**src/rtl/nor_vector_sequencer.sv**
```systemverilog
// Drives the four two-input vectors onto a downstream NOR gate, holds each for
// HOLD cycles, checks the gate output against EXPECT and reports the results.
module nor_vector_sequencer #(
  parameter int unsigned HOLD   = 10,
  parameter logic [3:0]  EXPECT = 4'b0001
) (
  input  logic       CLK,
  input  logic       RST_N,
  input  logic       START,
  output logic       A,
  output logic       B,
  input  logic       X,
  output logic       BUSY,
  output logic       DONE,
  output logic       PASS,
  output logic [2:0] ERR_CNT,
  output logic [3:0] FAIL_MASK
);

  localparam int unsigned HCNT_W  = 8;
  localparam int unsigned ERR_MAX = 4;

  typedef enum logic [1:0] {
    S_IDLE  = 2'd0,
    S_DRIVE = 2'd1,
    S_DONE  = 2'd2
  } state_t;

  state_t              state, state_nxt;
  logic [1:0]          vidx, vidx_nxt;
  logic [HCNT_W-1:0]   hcnt, hcnt_nxt;
  logic                drain, drain_nxt;
  logic                a_nxt, b_nxt;
  logic                busy_nxt, done_nxt, pass_nxt;
  logic [2:0]          err_nxt;
  logic [3:0]          fail_nxt;
  logic                hold_end_c;
  logic                miss_c;

  assign hold_end_c = (hcnt == HCNT_W'(HOLD - 1));
  // Case inequality so an undriven or unknown gate output counts as a miss.
  assign miss_c     = (X !== EXPECT[vidx]);

  // State and registered outputs
  always_ff @(posedge CLK or negedge RST_N) begin
    if (!RST_N) begin
      state     <= S_IDLE;
      vidx      <= 2'd0;
      hcnt      <= '0;
      drain     <= 1'b0;
      A         <= 1'b0;
      B         <= 1'b0;
      BUSY      <= 1'b0;
      DONE      <= 1'b0;
      PASS      <= 1'b0;
      ERR_CNT   <= 3'd0;
      FAIL_MASK <= 4'd0;
    end else begin
      state     <= state_nxt;
      vidx      <= vidx_nxt;
      hcnt      <= hcnt_nxt;
      drain     <= drain_nxt;
      A         <= a_nxt;
      B         <= b_nxt;
      BUSY      <= busy_nxt;
      DONE      <= done_nxt;
      PASS      <= pass_nxt;
      ERR_CNT   <= err_nxt;
      FAIL_MASK <= fail_nxt;
    end
  end

  // Next-state and output logic
  always_comb begin
    state_nxt = state;
    vidx_nxt  = vidx;
    hcnt_nxt  = hcnt;
    drain_nxt = drain;
    a_nxt     = A;
    b_nxt     = B;
    busy_nxt  = BUSY;
    done_nxt  = DONE;
    pass_nxt  = PASS;
    err_nxt   = ERR_CNT;
    fail_nxt  = FAIL_MASK;

    case (state)
      S_IDLE, S_DONE: begin
        if (START) begin
          state_nxt = S_DRIVE;
          vidx_nxt  = 2'd0;
          hcnt_nxt  = '0;
          drain_nxt = 1'b0;
          a_nxt     = 1'b0;
          b_nxt     = 1'b0;
          busy_nxt  = 1'b1;
          done_nxt  = 1'b0;
          pass_nxt  = 1'b0;
          err_nxt   = 3'd0;
          fail_nxt  = 4'd0;
        end
      end

      S_DRIVE: begin
        // A/B follow VIDX one cycle late, leaving HOLD-1 settle cycles per check.
        a_nxt = vidx[0];
        b_nxt = vidx[1];
        if (drain) begin
          state_nxt = S_DONE;
          vidx_nxt  = 2'd0;
          hcnt_nxt  = '0;
          drain_nxt = 1'b0;
          a_nxt     = 1'b0;
          b_nxt     = 1'b0;
          busy_nxt  = 1'b0;
          done_nxt  = 1'b1;
          pass_nxt  = (ERR_CNT == 3'd0);
        end else begin
          hcnt_nxt = hcnt + HCNT_W'(1);
          if (hold_end_c) begin
            hcnt_nxt = '0;
            if (miss_c) begin
              fail_nxt[vidx] = 1'b1;
              if (ERR_CNT != 3'(ERR_MAX)) begin
                err_nxt = ERR_CNT + 3'd1;
              end
            end
            if (vidx == 2'd3) begin
              drain_nxt = 1'b1;
            end else begin
              vidx_nxt = vidx + 2'd1;
            end
          end
        end
      end

      default: begin
        state_nxt = S_IDLE;
      end
    endcase
  end

endmodule

```
**config.mk**
```make
export PLATFORM = sky130hd
export DESIGN_NAME = nor_vector_sequencer
export DESIGN_NICKNAME = d
export VERILOG_FILES = /design/src/rtl/nor_vector_sequencer.sv
export SDC_FILE = /design/constraint.sdc
export NUM_CORES = 1
export LEC_CHECK = 0
export CAP_MARGIN = 20
export CORE_MARGIN = 3
export CORE_UTILIZATION = 58
export DETAILED_ROUTE_END_ITERATION = 7
export GPL_ROUTABILITY_DRIVEN = 0
export PLACE_DENSITY_LB_ADDON = 0.12
export REMOVE_ABC_BUFFERS = 1
export SLEW_MARGIN = 20
export SYNTH_ARGS = -nofsm -noshare
export SYNTH_HDL_FRONTEND = slang
export SYNTH_SLANG_ARGS = --single-unit
export TNS_END_PERCENT = 5
```
**constraint.sdc**
```tcl
create_clock -name CLK -period 3.4 [get_ports CLK]
set_clock_uncertainty 0.05 [all_clocks]
set_input_delay 1.02 -clock CLK [delete_from_list [all_inputs] [get_ports CLK]]
set_output_delay 1.02 -clock CLK [all_outputs]
set_load 0.05 [all_outputs]
```
# After elaboration in Yosys (flattened, before gate mapping)
# Index checks and enable logic that the tools add are counted.
classes:
  add_sub_neg: 3
  eq_ne: 14
  reduce_logical: 11
  mux: 43
  magnitude_cmp: 2
  bitwise_logic: 1
op_table:
  columns: ["cell", "count"]
  rows:
  - ["$mux W8", 3]
  - ["$mux W4", 4]
  - ["$pmux W8 S2", 1]
  - ["$mux W3", 5]
  - ["$mux W1", 12]
  - ["$mux W2", 6]
  - ["$ne A2 B2 Y1 const B", 6]
  - ["$pmux W1 S2", 6]
  - ["$ne A3 B3 Y1 const B", 3]
  - ["$add A8 B1 Y8 const B", 1]
  - ["$eq A8 B4 Y1 const B", 1]
  - ["$pmux W2 S2", 2]
  - ["$pmux W4 S2", 1]
  - ["$pmux W3 S2", 1]
  - ["$reduce_and A6 Y1", 1]
  - ["$reduce_and A5 Y1", 1]
  - ["$eq A2 B2 Y1 const B", 2]
  - ["$or A4 B4 Y4", 1]
  - ["$reduce_and A2 Y1", 2]
  - ["$reduce_and A4 Y1", 1]
  - ["$add A3 B1 Y3 const B", 1]
  - ["$logic_not A3 Y1", 1]
  - ["$lt A2 B3 Y1 const B", 1]
  - ["$reduce_and A3 Y1", 1]
  - ["10 further kinds", 10]
word_totals:
  wordCells: 85
  ff_bits: 25
  out_inout_bits: 12
  inputBits: 4

# Depth between registers and ports, before layout
# Gate-level depths: netlist of the first run.
logic_depth:
  depth_word: 9
  ltp_mapped: 6

# Worst setup path before layout of the first run
# No wires, ideal clock.
synth_path:
  path_kind: "input -> register"
  start: "input X"
  end: "register ERR_CNT[0]"
  setup_ns: 0.072
  path_buffers: 0
  t_required_ns: 3.278
  arrival_ns: 1.825
  slack_ns: 1.453
  cell_stages: 4
  cell_sequence: "xnor2_1 > nor4_4 > o221a_2 > nor2_1"
synth_between:
  elab_chain_cells: 3
synth_lines:
  columns: ["element", "line_no", "source"]
  rows:
  - ["from (decl)", "12", "input logic X,"]
  - ["$nex A1 B1 Y1", "42", "assign miss_c = (X !== EXPECT[vidx]);"]
  - ["$ne A2 B2 Y1 (no source line)", null, null]
  - ["$reduce_and A6 Y1 (no source line)", null, null]
  - ["to (signal assigned)", "68", "ERR_CNT <= err_nxt;"]
  - ["to (decl)", "16", "output logic [2:0] ERR_CNT,"]
# No other way between the ends.
# A chain may end at the register's enable or synchronous reset.

# Worst setup path in the final report of the first run
layout_path:
  start: "register ERR_CNT[0]"
  end: "output ERR_CNT[0]"
# No word-level cell between the ends.

==> results_dict.tcl, run 1 <==
set metrics [dict create \
    status "finished, final reports clean" \
    io_buffer_count 15 \
    cts_buffers 3 \
    crit_buf_inv 1 \
    cellPowerDensity_nw_per_um2 795.0 \
    root_buffer "clkbuf_4" \
    fin_tns_setup_ns 0 \
    ys_seq_elements 25 \
    async_flop_share_pct 100.0 \
    place_ws_ns 0.7577 \
    grt_usage_pct 22.50 \
    hpwl_mm 1.887 \
    cp_slowest_cell "clkdlybuf4s50_1" \
    min_from "BUSY" \
    p_sw_share_pct 46.54 \
    tightest_slew_ns 0.6209 \
    synth_warnings 0 \
    coreArea_um2 2022 \
    clock.fmax_mhz 373.1 \
    syn_to_final_growth_pct 16.41 \
    layout-drive-gt1-share_pct 7.914 \
    fp.dieArea_um2 2809 \
    gr-usage-met1_pct 27.39 \
    hold_class "reg -> reg" \
    finalWirelength_mm 2.579 \
    r2r-start "vidx[0]" \
    dr.first_iter.drc_count 16 \
    die_w_um 53 \
    p_int_mw 0.6338 \
    worstPathRequired_ns 2.33 \
    gr-usage-met2_pct 37.40 \
    p_leak_nw 0.6577 \
    nets 152 \
    antennaDiodeCount 0 \
    grt_pass1_wl_mm 4.554 \
    path_cells "clkdlybuf4s50_1" \
    cp.arrival_ns 1.61 \
    setup_viol 0 \
    fillerInstances 140 \
    ios 16 \
    clk_latency_ns 0.32 \
    cp-startpoint "ERR_CNT[0]" \
    crit_fanout 5 \
    gr-max-usage-layer "met2" \
    cts_tree "yes" \
    ctsLongestPathBuffers 2 \
    rows 16 \
    antenna_left 0 \
    clk_pin_slew_ns 0.13 \
    grt_pass1_vias 1021 \
    dr.pass1.iters 4 \
    power_mw 1.186 \
    final-max-slew-violation-count 0 \
    syn-instance-count 121 \
    synth_cell_types 35 \
    ir_worst_vdd_mv 0.5172 \
    cp_slowest_stage_delay_ns 0.83 \
    share_comb_of_total_power_pct 49.6 \
    postPlaceCellArea_um2 1465 \
    avgViaCountPerCell 5.747 \
    htreeDepth 1 \
    drc 0 \
    period_share_pct 78.83 \
    synth_area_um2 1281 \
    setup_slack_ns 0.7198 \
    p_seq_share_pct 38.9 \
    ys.flop_type "dfrtp_1" \
    postCtsHoldBufs 0 \
    clkPwrFrac_pct 11.4 \
    met3_usage_pct 4.507 \
    rsz0062_at_grt "no" \
    timing_hold_violations_final 0 \
    crit_family "buffers and inverters" \
    synth_edf_count 0 \
    numClockSinks 25 \
    cts_resized 0 \
    antenna_found_initial 0 \
    die-height_um 53 \
    p_switching_mw 0.5518 \
    whs_ns 0.4591 \
    start_util_pct 63.37 \
    postLayoutCellArea_um2 1491 \
    ys_seq_area_share_pct 48.83 \
    post_cts_buffers 0 \
    endpoint_kind "primary output" \
    wl_per_cell_um 15.54 \
    max_slew_margin_pct 58.31 \
    maxCapViolations 0 \
    start_kind "register" \
    grt_max_degree 26 \
    path_class "reg -> out" \
    synth.avg_cell_area_um2 10.59 \
    grt-ovfl-total 0 \
    min_period_ns 2.680 \
    num_vias 954 \
]
worst register-to-register path, cell delays in order (launching register included):
cell	delay, ns
dfrtp_1	0.41
inv_1	0.11
ha_1	0.24
xnor2_1	0.53
nor4_4	0.09
o221a_2	0.27
nor2_1	0.08
path summary, 6_finish.rpt:
path | end | slack (ns) | cells after the start
worst max-delay path | ERR_CNT[0] | 0.72 | 1
worst min-delay path | BUSY | 0.46 | 2
worst max register to register | ERR_CNT[0] | 1.57 | 6
worst min register to register | BUSY | 0.46 | 2
max in group asynchronous | hcnt[1] | 2.05 | 2
min in group asynchronous | BUSY | 1.00 | 2
synth_stat cells (all sizes together), types with 2 or more instances:
master / n / area share, %
xor2: 3 / 2.1
or3: 2 / 1.4
nand2b: 6 / 2.9
xnor2: 5 / 3.4
o21ai: 8 / 3.1
nor2: 9 / 2.6
o2111ai: 2 / 1.4
nor3: 2 / 1.7
inv: 5 / 1.5
clkbuf: 2 / 0.59
dfrtp: 25 / 49
nor2b: 2 / 0.98
nand3: 3 / 1.2
nor4: 2 / 2.6
a21oi: 7 / 3.0
a21o: 2 / 1.2
nand2: 12 / 3.5
a211oi: 2 / 1.2
a22o: 4 / 2.7
ha: 8 / 7.8
area by class of cell:
class | instances | area (um2) | share of cell area, %
inverters | 5 | 18.77 | 1.258
well taps | 27 | 33.78 | 2.265
flip-flops and latches | 25 | 625.6 | 41.95
clock buffers | 4 | 26.28 | 1.762
repair buffers | 16 | 157.7 | 10.57
multi-input cells | 89 | 629.4 | 42.20
power groups by stage:
stage,Combinational [mW],Sequential (mW),Clock (mW)
floorplan,0.287,0.590,0
global placement,0.570,0.458,0
detailed placement,0.588,0.467,0
CTS,0.591,0.460,0.141
global route,0.648,0.473,0.151
finish,0.589,0.462,0.136
through the flow:
step           std cells  utilization, %
2_1_floorplan        119               -
5_1_grt              166           73.76
3_5_place_dp         162           72.46
6_report             166           73.76
4_1_cts              166           73.76
3_3_place_gp         162           72.46
registers in the layout, summed over array words and instances (netlist names):
name / cells
PASS: 1
vidx: 2
BUSY: 1
DONE: 1
hcnt: 8
FAIL_MASK: 4
A: 1
state: 2
ERR_CNT: 3
B: 1
drain: 1
layout by cell type (no fill, tap or decap), types with 2 or more instances in the layout:
cell and n:
nor2b_1 2, clkbuf_4 3, ha_1 8, a22o_1 4, a211oi_1 2, a21o_1 2, clkdlybuf4s50_1 15, xnor2_1 5
nand3_1 3, inv_1 5, nand2b_1 6, o2111ai_1 2, nand2_1 12, dfrtp_1 25, nor2_1 9, a21oi_1 6
o21ai_0 7, xor2_1 3
cells by family (layout without fill, tap and decap cells):
logic type	Yosys count	in the layout	synth area share (%)
flip-flops	25	25	48.83
AND/OR/NAND/NOR	43	43	20.02
AO/OA/AOI/OAI	30	30	15.82
adder cells (fa/ha/maj)	8	8	7.813
XOR/XNOR	8	8	5.469
buffers and inverters	7	25	2.051
per-layer routing:
layer,vias to the layer above,routed length (um)
li1,463,-
met1,465,1189
met2,21,1230
met3,5,104
met4,0,54
met5,-,0
(Power assumes the default switching activity.)
==> run 2, diff against run 1 <==
--- a/config.mk
+++ b/config.mk
@@ -7,7 +7,7 @@
 export LEC_CHECK = 0
 export CAP_MARGIN = 20
 export CORE_MARGIN = 3
-export CORE_UTILIZATION = 58
+export CORE_UTILIZATION = 48
 export DETAILED_ROUTE_END_ITERATION = 7
 export GPL_ROUTABILITY_DRIVEN = 0
 export PLACE_DENSITY_LB_ADDON = 0.12
==> constraint.sdc (replaced) <==
create_clock -name CLK -period 2.4 [get_ports CLK]
set_clock_uncertainty 0.05 [all_clocks]
set_input_delay 0.72 -clock CLK [delete_from_list [all_inputs] [get_ports CLK]]
set_output_delay 0.72 -clock CLK [all_outputs]
set_load 0.05 [all_outputs]
==> results_dict.tcl, run 2 (synthesis gave the netlist of run 1 again) <==
set metrics [dict create \
    p_int_mw 0.9010 \
    clkPwrFrac_pct 11.1 \
    antenna_left 0 \
    setup_slack_ns 0.1133 \
    p_sw_share_pct 45.70 \
    coreArea_um2 2500 \
    period_share_pct 95.28 \
    largest_reg_flops 8 \
    regMostFlops "hcnt" \
    die_w_um 57.67 \
    fillerInstances 199 \
    share_comb_of_total_power_pct 49.7 \
    die-height_um 57.67 \
    ios 16 \
    hpwl_mm 1.838 \
    cp_slowest_stage_delay_ns 0.82 \
    crit_buf_inv 1 \
    postLayoutCellArea_um2 1515 \
    grt_usage_pct 16.67 \
    htreeDepth 1 \
    place_ws_ns 0.1573 \
    m1WireLength_mm 1.134 \
    ir_worst_vdd_mv 0.5893 \
    crit_family "buffers and inverters" \
    status "finished, final reports clean" \
    tightest_slew_ns 0.5889 \
    grt_pass1_wl_mm 4.271 \
    p_leak_nw 0.6857 \
    grt_max_degree 26 \
    nets 154 \
    cts_buffers 3 \
    root_buffer "clkbuf_4" \
    dr.pass1.iters 4 \
    path_cells "clkdlybuf4s50_1" \
    layout-drive-gt1-share_pct 9.220 \
    mostFrequentLayoutCells "25 x dfrtp_1, 13 x clkdlybuf4s50_1, 12 x nand2_1" \
    fp.dieArea_um2 3325 \
    p_switching_mw 0.7582 \
    hold_class "reg -> reg" \
    top_regs "hcnt (8), FAIL_MASK (4), ERR_CNT (3)" \
    crit_fanout 2 \
    numClockSinks 25 \
    fin_tns_setup_ns 0 \
    routed.top_layer "met4" \
    postPlaceCellArea_um2 1484 \
    io_buffer_count 15 \
    final_util_pct 60.61 \
    avgViaCountPerCell 5.661 \
    maxCapViolations 0 \
    grt-ovfl-total 0 \
    num_vias 968 \
    start_util_pct 51.25 \
    path_class "reg -> out" \
    cp_slowest_cell "clkdlybuf4s50_1" \
    final_common_cell "dfrtp_1" \
    worstPathRequired_ns 1.63 \
    finalWirelength_mm 2.421 \
    max_slew_margin_pct 60.45 \
    power_mw 1.659 \
    cts_tree "yes" \
    wl_met3_um 112 \
    grt_pass1_vias 956 \
    clock.fmax_mhz 437.3 \
    final-max-slew-violation-count 0 \
    timing_hold_violations_final 0 \
    cellPowerDensity_nw_per_um2 1095 \
    start_kind "register" \
    setup_viol 0 \
    ctsLongestPathBuffers 2 \
    rows 18 \
    antenna_found_initial 0 \
    rsz0062_at_grt "no" \
    antennaDiodeCount 0 \
    min_period_ns 2.287 \
    wl_per_cell_um 14.16 \
    syn_to_final_growth_pct 18.26 \
    clk_pin_slew_ns 0.13 \
    p_seq_share_pct 39.2 \
    clk_latency_ns 0.32 \
    dr.first_iter.drc_count 52 \
    met2WireLength_mm 1.132 \
    endpoint_kind "primary output" \
    cp.arrival_ns 1.52 \
    drc 0 \
]
## run 2: cell count changes in the layout (fill, tap and decap cells not counted)
cell,delta
buf_4,+2
dlymetal6s2s_1,+2
clkdlybuf4s50_1,-2
## run 2: cell type report
| cell class | count | area [um2] | share of cell area [%] |
|---|---|---|---|
| multi-input cells | 89 | 629.4 | 41.54 |
| flip-flops and latches | 25 | 625.6 | 41.29 |
| repair buffers | 18 | 177.7 | 11.73 |
| well taps | 30 | 37.54 | 2.477 |
| clock buffers | 4 | 26.28 | 1.734 |
| inverters | 5 | 18.77 | 1.239 |
## run 2: worst paths after layout
path                         startpoint      endpoint  slack (ns)  cells past startpoint
max                        FAIL_MASK[1]  FAIL_MASK[1]        0.11                      1
min                                BUSY          BUSY        0.44                      2
max reg2reg                     vidx[0]    ERR_CNT[1]        0.57                      5
min reg2reg                        BUSY          BUSY        0.44                      2
max in group asynchronous         RST_N       hcnt[5]        1.36                      2
min in group asynchronous         RST_N          PASS        0.68                      2
## run 2: power groups by stage
| stage | logic [mW] | registers, mW | clock network (mW) |
|---|---|---|---|
| floorplan | 0.406 | 0.835 | 0 |
| global placement | 0.821 | 0.650 | 0 |
| detailed placement | 0.833 | 0.657 | 0 |
| CTS | 0.835 | 0.649 | 0.189 |
| global route | 0.904 | 0.672 | 0.208 |
| finish | 0.825 | 0.650 | 0.185 |
## run 2: per-stage QoR
stage / hold WS, ns / instances
2_1_floorplan: 0.3744 / 119
3_3_place_gp: 0.4097 / 167
3_5_place_dp: 0.4147 / 167
4_1_cts: 0.4464 / 171
5_1_grt: 0.4849 / 171
6_report: 0.4436 / 171
## run 2: repair_timing
| item | in CTS | in global routing |
|---|---|---|
| endpoints found under the setup margin | 0 | 2 |
| resized for setup | 0 | 2 |
| setup buffers | 0 | 0 |
| hold buffers | 0 | 0 |
## run 2: per-layer routing
| metal | up-vias | global-route usage (%) |
|---|---|---|
| met1 | 474 | 22.59 |
| met2 | 21 | 26.13 |
| met5 | - | 0 |
| met3 | 5 | 3.341 |
| li1 | 468 | - |
| met4 | 0 | 6.954 |
